==> src/rtl/vppm_pkg.sv <==
`default_nettype none
// ============================================================================
// Module      : vppm_pkg
// Description : Shared VPPM definitions: counter width, receiver state
//               encoding and the slot-length rule used by TX and RX.
// Revision    : 1.0 - initial release
// ============================================================================
package vppm_pkg;

    localparam int CNT_W = 26;

    typedef enum logic [1:0] {
        ST_IDLE  = 2'd0,
        ST_HUNT  = 2'd1,
        ST_TRACK = 2'd2
    } state_e;

    // One extra bit so the maximum N cannot wrap the slot length.
    function automatic logic [CNT_W:0] slot_len(input logic [CNT_W-1:0] n);
        return {1'b0, n} + {{(CNT_W-1){1'b0}}, 2'd2};
    endfunction

endpackage
`default_nettype wire

==> src/rtl/sync_edge.sv <==
`default_nettype none
// ============================================================================
// Module      : sync_edge
// Description : Two-flop synchroniser for an asynchronous input plus a
//               delayed copy for rising-edge detection.
// Revision    : 1.0 - initial release
// ============================================================================
module sync_edge (
    input  logic clk,
    input  logic rst,
    input  logic d_i,
    output logic sync_o,
    output logic rise_o
);

    logic meta_q;
    logic sync_q;
    logic prev_q;

    always_ff @(posedge clk or posedge rst) begin
        if (rst) begin
            meta_q <= 1'b0;
            sync_q <= 1'b0;
            prev_q <= 1'b0;
        end else begin
            meta_q <= d_i;
            sync_q <= meta_q;
            prev_q <= sync_q;
        end
    end

    assign sync_o = sync_q;
    assign rise_o = sync_q & ~prev_q;

endmodule
`default_nettype wire

==> src/rtl/vppm_slot_demod.sv <==
`default_nettype none
// ============================================================================
// Module      : vppm_slot_demod
// Description : VPPM slot demodulator: locks a slot counter on the first
//               rising edge, integrates each half-slot, emits one bit/slot.
// Revision    : 1.0 - initial release
// ============================================================================
module vppm_slot_demod
    import vppm_pkg::*;
#(
    parameter int LOSS_SLOTS = 4
) (
    input  logic             clk,
    input  logic             sclear,
    input  logic             en,
    input  logic             din,
    input  logic [CNT_W-1:0] N,
    input  logic             out_ready,
    output logic             out_valid,
    output logic             bit_out,
    output logic             erasure,
    output logic [CNT_W-1:0] hi_cnt,
    output logic             locked,
    output logic             overrun
);

    localparam int                ERR_W      = $clog2(LOSS_SLOTS + 1);
    localparam logic [ERR_W-1:0]  c_LOSS_MAX = ERR_W'(LOSS_SLOTS);

    logic             din_s;
    logic             rise;

    state_e           state_q;
    logic [CNT_W:0]   pos_q;
    logic [CNT_W:0]   l_q;
    logic [CNT_W:0]   h_q;
    logic [CNT_W-1:0] cnt_a_q;
    logic [CNT_W-1:0] cnt_b_q;
    logic [ERR_W-1:0] err_q;
    logic             valid_q;
    logic             bit_q;
    logic             era_q;
    logic [CNT_W-1:0] hi_q;
    logic             locked_q;
    logic             overrun_q;

    logic [CNT_W:0]   len_d;
    logic [CNT_W-1:0] cnt_a_d;
    logic [CNT_W-1:0] cnt_b_d;
    logic [CNT_W:0]   sum_full_d;
    logic [CNT_W-1:0] sum_d;
    logic             slot_end_d;
    logic             bit_d;
    logic             tie_d;
    logic [ERR_W-1:0] err_d;

    sync_edge u_sync (
        .clk    (clk),
        .rst    (sclear),
        .d_i    (din),
        .sync_o (din_s),
        .rise_o (rise)
    );

    // Integrator next values include the current sample so the decision
    // at the last slot position sees the whole slot.
    always_comb begin
        len_d      = slot_len(N);
        cnt_a_d    = cnt_a_q;
        cnt_b_d    = cnt_b_q;
        if (din_s) begin
            if (pos_q < h_q) begin
                if (cnt_a_q != '1) cnt_a_d = cnt_a_q + 1'b1;
            end else begin
                if (cnt_b_q != '1) cnt_b_d = cnt_b_q + 1'b1;
            end
        end
        sum_full_d = {1'b0, cnt_a_d} + {1'b0, cnt_b_d};
        sum_d      = sum_full_d[CNT_W] ? '1 : sum_full_d[CNT_W-1:0];
        slot_end_d = (pos_q == l_q - 1'b1);
        bit_d      = (cnt_b_d > cnt_a_d);
        tie_d      = (cnt_b_d == cnt_a_d);
        err_d      = err_q + 1'b1;
    end

    always_ff @(posedge clk or posedge sclear) begin
        if (sclear) begin
            state_q   <= ST_IDLE;
            pos_q     <= '0;
            l_q       <= '0;
            h_q       <= '0;
            cnt_a_q   <= '0;
            cnt_b_q   <= '0;
            err_q     <= '0;
            valid_q   <= 1'b0;
            bit_q     <= 1'b0;
            era_q     <= 1'b0;
            hi_q      <= '0;
            locked_q  <= 1'b0;
            overrun_q <= 1'b0;
        end else if (!en) begin
            state_q   <= ST_IDLE;
            pos_q     <= '0;
            cnt_a_q   <= '0;
            cnt_b_q   <= '0;
            err_q     <= '0;
            valid_q   <= 1'b0;
            locked_q  <= 1'b0;
            overrun_q <= 1'b0;
        end else begin
            if (valid_q && out_ready) valid_q <= 1'b0;
            case (state_q)
                ST_IDLE: state_q <= ST_HUNT;
                ST_HUNT: begin
                    // The rise cycle is slot position 0 and its sample is high.
                    if (rise) begin
                        state_q  <= ST_TRACK;
                        locked_q <= 1'b1;
                        pos_q    <= {{CNT_W{1'b0}}, 1'b1};
                        cnt_a_q  <= CNT_W'(1);
                        cnt_b_q  <= '0;
                        l_q      <= len_d;
                        h_q      <= len_d >> 1;
                        err_q    <= '0;
                    end
                end
                ST_TRACK: begin
                    if (slot_end_d) begin
                        pos_q   <= '0;
                        cnt_a_q <= '0;
                        cnt_b_q <= '0;
                        l_q     <= len_d;
                        h_q     <= len_d >> 1;
                        if (!valid_q || out_ready) begin
                            valid_q <= 1'b1;
                            bit_q   <= bit_d;
                            era_q   <= tie_d;
                            hi_q    <= sum_d;
                        end else begin
                            overrun_q <= 1'b1;
                        end
                        if (!tie_d) begin
                            err_q <= '0;
                        end else if (err_d >= c_LOSS_MAX) begin
                            state_q  <= ST_HUNT;
                            locked_q <= 1'b0;
                            err_q    <= '0;
                        end else begin
                            err_q <= err_d;
                        end
                    end else begin
                        pos_q   <= pos_q + 1'b1;
                        cnt_a_q <= cnt_a_d;
                        cnt_b_q <= cnt_b_d;
                    end
                end
                default: state_q <= ST_IDLE;
            endcase
        end
    end

    assign out_valid = valid_q;
    assign bit_out   = bit_q;
    assign erasure   = era_q;
    assign hi_cnt    = hi_q;
    assign locked    = locked_q;
    assign overrun   = overrun_q;

endmodule
`default_nettype wire

==> config.mk <==
export PLATFORM = sky130hd
export DESIGN_NAME = vppm_slot_demod
export DESIGN_NICKNAME = d
export VERILOG_FILES = /design/src/rtl/vppm_pkg.sv /design/src/rtl/sync_edge.sv /design/src/rtl/vppm_slot_demod.sv
export SDC_FILE = /design/constraint.sdc
export NUM_CORES = 1
export LEC_CHECK = 0
export CAP_MARGIN = 20
export CORE_ASPECT_RATIO = 0.7
export CORE_MARGIN = 1.5
export CORE_UTILIZATION = 55
export DETAILED_ROUTE_END_ITERATION = 6
export PLACE_DENSITY = 0.75
export SKIP_CTS_REPAIR_TIMING = 1
export SLEW_MARGIN = 20
export SYNTH_ARGS = -nofsm -noshare
export SYNTH_HDL_FRONTEND = slang
export SYNTH_HIERARCHICAL = 1
export SYNTH_SLANG_ARGS = --single-unit
==> constraint.sdc <==
create_clock -name clk -period 6.5 [get_ports clk]
set_clock_uncertainty 0.2 [all_clocks]
set_input_delay 0.65 -clock clk [delete_from_list [all_inputs] [get_ports clk]]
set_output_delay 0.65 -clock clk [all_outputs]
set_load 0.02 [all_outputs]
Yosys cells after proc, flatten, opt, wreduce, memory -nomap -nowiden
Cells that the tools add are included.
- bits in registers: 172
- reduce and logical (&&, ||, !) cells: 12
- equality and inequality tests: 16
- order comparisons: 3
- add/subtract/negate cells: 7
- mux-type cells: 52
- bitwise gates (word level): 2
- operators by type and width (kind ; count):
    26-bit 2-to-1 mux ; 13
    27-bit 2-to-1 mux ; 7
    27-bit case mux with 2 select lines ; 3
    26-bit case mux with 2 select lines ; 2
    26-bit by 1-bit adder with 26-bit output (second input constant) ; 2
    26-bit inequality test (second input constant) ; 2
    26-bit by 2-bit adder with 27-bit output (second input constant) ; 1
    26-bit by 26-bit adder with 27-bit output ; 1
    27-bit by 1-bit adder with 27-bit output (second input constant) ; 1
    27-bit equality test ; 1
    27-bit < comparator ; 1
    27-bit by 1-bit subtractor with 27-bit output (second input constant) ; 1
    26-bit equality test ; 1
    26-bit greater-than comparator ; 1
    3-bit 2-to-1 mux ; 5
    1-bit 2-to-1 mux ; 14
    3-bit inequality test (second input constant) ; 4
    4-bit AND reduction ; 3
    2-bit 2-to-1 mux ; 5
    2-bit inequality test (second input constant) ; 3
    2-bit case mux with 3 select lines ; 1
    3-bit case mux with 2 select lines ; 1
    3-bit AND reduction ; 2
    5-bit AND reduction ; 1
    15 further kinds ; 16

Depth between registers and ports, before layout
- word-level depth: 9
- gate-level depth with buffers: 25
- gate-level depth less buffers: 21

Modules after synthesis
Netlist, hierarchy kept.
- modules (own cells, without submodules) (module ; area each (sq um) ; cells an instance ; instances):
    vppm_slot_demod ; 11183.2 ; 1295 ; 1
    sync_edge ; 92.6 ; 5 ; 1

Least setup slack after synthesis
Ideal clock, no wire load.
- path type: register -> register
- start point: register l_q[13]
- end point: register hi_q[10] (netlist: hi_cnt[10])
- library setup time: 0.078 ns
- data arrival time: 5.071 ns
- clock period less this slack: 5.349 ns
- path buffers: 4
- cell stages (with the launch flop): 26
- slack: 1.151 ns
- path through: dfrtp_1 clkbuf_1 inv_1 ha_1 a21o_1 a21o_1 a21oi_1 nor3_1 nor3_2 nand4_1 or2_2 clkbuf_1 nor2_1 xor2_1 ha_1 clkbuf_1 nand3b_1 nor3_1 nand3_1 or2_2 o221ai_1 nor3_1 a21oi_1 nor3_4 buf_4 a21oi_1
- longest elaborated chain between the ends: 3
- RTL lines (element ; line ; RTL):
    from (decl) ; vppm_slot_demod.sv:35 ; logic [CNT_W:0] l_q;
    from (signal assigned) ; vppm_slot_demod.sv:122 ; l_q <= len_d;
    from (signal assigned) ; vppm_slot_demod.sv:132 ; l_q <= len_d;
    27-bit by 1-bit subtractor with 27-bit output ; vppm_slot_demod.sv:80 ; slot_end_d = (pos_q == l_q - 1'b1);
    27-bit equality test ; vppm_slot_demod.sv:80 ;
    4-bit AND reduction (no line) ; -- ;
    to (signal assigned) ; vppm_slot_demod.sv:138 ; hi_q <= sum_d;
    to (decl) ; vppm_slot_demod.sv:43 ; logic [CNT_W-1:0] hi_q;
No other way between the ends.
A chain may end at the register's enable or synchronous reset.

Final worst setup path
- start point: register pos_q[24]
- end point: register hi_q[25] (netlist: hi_cnt[25])
- longest elaborated chain between the ends: 5
- elaborated cells between the ends (all ways): 9
- those cells by class: add/sub: 1; order compare: 1; eq/ne: 1; mux: 5; reduce/logical: 1
- RTL lines (element ; line ; RTL):
    from (decl) ; vppm_slot_demod.sv:34 ; logic [CNT_W:0] pos_q;
    from (signal assigned) ; vppm_slot_demod.sv:119 ; pos_q <= {{CNT_W{1'b0}}, 1'b1};
    from (signal assigned) ; vppm_slot_demod.sv:152 ; pos_q <= pos_q + 1'b1;
    27-bit < comparator ; vppm_slot_demod.sv:72 ; if (pos_q < h_q) begin
    26-bit 2-to-1 mux ; vppm_slot_demod.sv:72 ;
    26-bit 2-to-1 mux ; vppm_slot_demod.sv:71 ; if (din_s) begin
    26-bit by 26-bit adder with 27-bit output ; vppm_slot_demod.sv:78 ; sum_full_d = {1'b0, cnt_a_d} + {1'b0, cnt_b_d};
    26-bit 2-to-1 mux ; vppm_slot_demod.sv:79 ; sum_d = sum_full_d[CNT_W] ? '1 : sum_full_d[CNT_W-1:0];
Parallel ways exist; a longest one is shown, timed or not.

==> flow_summary_export.csv <==
group,metric,value,unit
clock_tree,cts_made_buffers,17,
setup_path,cp-end-kind,"flip-flop",
power_and_ir_drop,p_clk_frac,0.413,
final_layout,drive_above_1_share,0.06740,
floorplan,rows,43,
floorplan,start_util,0.5649,
synth,synthesis.area,11280,µm²
floorplan,die_x,174.1,µm
setup_path,arrival,6.27,ns
floorplan,core-area,19960,µm²
power_and_ir_drop,switchingPower,725.5,µW
synth,ys_warn_count,6,
synth,synth.area.top_cells,"dfrtp_1 (32%), ha_1 (9.2%), xnor2_1 (7.5%)",
floorplan,die_h,122.8,µm
synth,syn_area_per_cell,8.674,µm²
power_and_ir_drop,power.density,189.2,nW/µm²
timing,fmax,162.3,MHz
detailed_routing,drt-vias-per-instance,6.155,
global_routing,grt_start_max_net_pins,89,
setup_path,critPathMaxFanout,9,
synth,synth_nets,1415,
global_routing,grt.busiest_layer,"met1",
synth,synth-edff-count,0,
placed_design,dpl.hpwl,21340,µm
detailed_routing,drtIter0Drc,1091,
final_layout,area_growth,13.47,%
final_layout,fill_cells,1683,
global_routing,antenna_found_initial,0,
clock_tree,cts_buffer_depth,2,
clock_tree,cts.sinks,145,
global_routing,grt-ovfl-total,0,
clock_tree,cts_tree,"done",
detailed_routing,routedWlPerCell,18.44,µm
synth,synth-main-ff-cell,"dfrtp_1",
global_routing,met3_usage,0.04709,
floorplan,ios,62,
power_and_ir_drop,vdd_ir_drop_max,155.1,µV
power_and_ir_drop,power_frac_seq,0.427,
global_routing,use_met1,0.4396,
timing,rsz0062_at_grt,"false",
synth,ys_seq_elements,145,
final_layout,final_cell_area,12790,µm²
job,maxCapViolCount,0,
global_routing,grt_pass1_vias,9054,
status,status,"completed",
timing,relSlewSlack,0.3746,
synth,async_flop_share,1.000,
timing,post-route-min-period,6.161,ns
global_routing,grt_use_total,0.2837,
final_layout,regArea,3628,µm²
placed_design,numPortBuffers,61,
global_routing,grt_pass1_wl,48050,µm
placed_design,dpl_cell_area,12140,µm²
final_layout,multi_input_area,7106,µm²
placed_design,globalplace.congestion,0.9617,
clock_tree,clkTransAtPathRegs,0.07,ns
timing,finalSetupViolations,0,
synth,postSynthCellCount,1300,
clock_tree,cts-root-buf,"clkbuf_16",
synth,synthTopCellsByCount,"dfrtp_1 (145), xnor2_1 (97), a21oi_1 (94)",
setup_path,crit_type,"flip-flop to flip-flop",
setup_path,start_kind,"flip-flop",
global_routing,grtUsageMet2,0.4148,
timing,tightest_slew,0.9296,ns
floorplan,die_area,21380,µm²
timing,drv_slew,0,
detailed_routing,vias,10060,
timing,min_period_over_period,0.9478,
clock_tree,htree_levels,4,
clock_tree,clock_latency,0.44,ns
power_and_ir_drop,sw_frac_of_total,0.2998,
synth,synth.most_common_cell,"dfrtp_1",
detailed_routing,final_antenna_net_count,0,
power_and_ir_drop,power_leakage,5.432,nW
setup_path,critPathRequiredTime,6.61,ns
final_layout,antennaDiodeCount,0,
detailed_routing,firstDrtPassIters,7,
timing,hold_viol,0,
synth,ys_seq_area_frac,0.3218,
min_path,hold_path.class,"flip-flop to flip-flop",
detailed_routing,wl,30150,µm
power_and_ir_drop,p_int,1.695,mW
synth,ys_types,84,
detailed_routing,drc_errors,0,
final_layout,final_core_util,0.6410,
synth,synth_top_area_frac,0.3218,
synth,synth_area_leader_cell,"dfrtp_1",
timing,totalNegativeSetupSlack,0,ns
final_layout,finalNetCount,1467,
power_and_ir_drop,p_comb_frac,0.161,
logic make-up (layout without fill, tap and decap cells):
kind of cell	after synthesis	count (layout)	share of synthesized area
buf+inv	143	207	0.05315
mux	39	39	0.03518
simple gates	437	438	0.2106
compound gates	301	301	0.1681
fa+ha+maj	84	84	0.09388
xor+xnor	151	151	0.1173
flops	145	145	0.3218
final cells by class:
class                      instances  area share
clock buffer                      20     0.03491
timing repair buffer              84     0.06219
tap                              270     0.02640
clock inverter                    12     0.01046
inverter                          91     0.02709
sequential                       145      0.2836
multi-input combinational       1013      0.5553
routing by layer:
layer	vias to the layer above	wire length [µm]
met5	-	0
met4	0	224
met3	31	2458
met2	411	12630
met1	4863	14830
li1	4759	-
worst max-delay path, stage by stage, from the launching register on:
cell and delay, ns:
dfrtp_1 0.43, ha_1 0.32, nand4b_1 0.15, or2_1 0.32, nor3_1 0.47, o311ai_4 0.29, a2111oi_2 0.54, and2_1 0.25
xor2_1 0.25, ha_1 0.35, nor2b_1 0.17, a221oi_1 0.47, a211oi_1 0.20, a211oi_1 0.50, a21oi_1 0.24, a41o_1 0.32
nor2_1 0.22, mux2i_1 0.25, a21oi_1 0.09
registers in the layout (all words and copies together) (netlist names), 2 cells and up:
signal	count
l_q	26
hi_cnt	26
state_q	2
cnt_a_q	26
err_q	3
pos_q	27
cnt_b_q	26
metrics by stage:
stage	hold WS [ns]	instances	worst slack [ns]	power, mW
after global placement	0.1373	1599	0.4108	1.417
after CTS	0.1494	1631	0.1926	2.417
after detailed placement	0.1355	1599	0.2144	1.429
after floorplan	0.1312	1300	1.151	1.310
after global routing	0.1607	1635	0.01584	2.512
final	0.1486	1635	0.3395	2.420
layout by cell type, fill, tap and decap left out, types with 22 or more instances in the layout:
cell | synthesis | layout
dfrtp_1 | 145 | 145
xnor2_1 | 97 | 97
a21oi_1 | 94 | 93
inv_1 | 91 | 90
nor2_1 | 85 | 85
nand2_1 | 83 | 83
ha_1 | 83 | 83
clkdlybuf4s50_1 | 0 | 61
o21ai_0 | 56 | 56
xor2_1 | 54 | 54
nand3_1 | 51 | 51
a31oi_1 | 44 | 44
nand4_1 | 34 | 34
mux2i_1 | 34 | 34
nor3_1 | 29 | 28
or3_1 | 22 | 22
buf_4 | 5 | 22
power groups by stage:
stage | logic (mW) | clock network (mW) | registers (mW)
2_1_floorplan | 0.283 | 0 | 1.03
3_3_place_gp | 0.372 | 0 | 1.05
3_5_place_dp | 0.382 | 0 | 1.05
4_1_cts | 0.385 | 1.00 | 1.03
5_1_grt | 0.432 | 1.04 | 1.04
6_report | 0.389 | 0.999 | 1.03
final timing paths:
check / cells after the start / end / slack, ns / from
max: 18 / hi_cnt[25] / 0.34 / pos_q[24]
min: 0 / u_sync/sync_o / 0.15 / u_sync/meta_q
max reg2reg: 18 / hi_cnt[25] / 0.34 / pos_q[24]
min reg2reg: 0 / u_sync/sync_o / 0.15 / u_sync/meta_q
max in group asynchronous: 3 / hi_cnt[24] / 4.22 / sclear
min in group asynchronous: 2 / u_sync/prev_q / 0.31 / sclear
No activity file was read; power rests on OpenSTA's default activity.
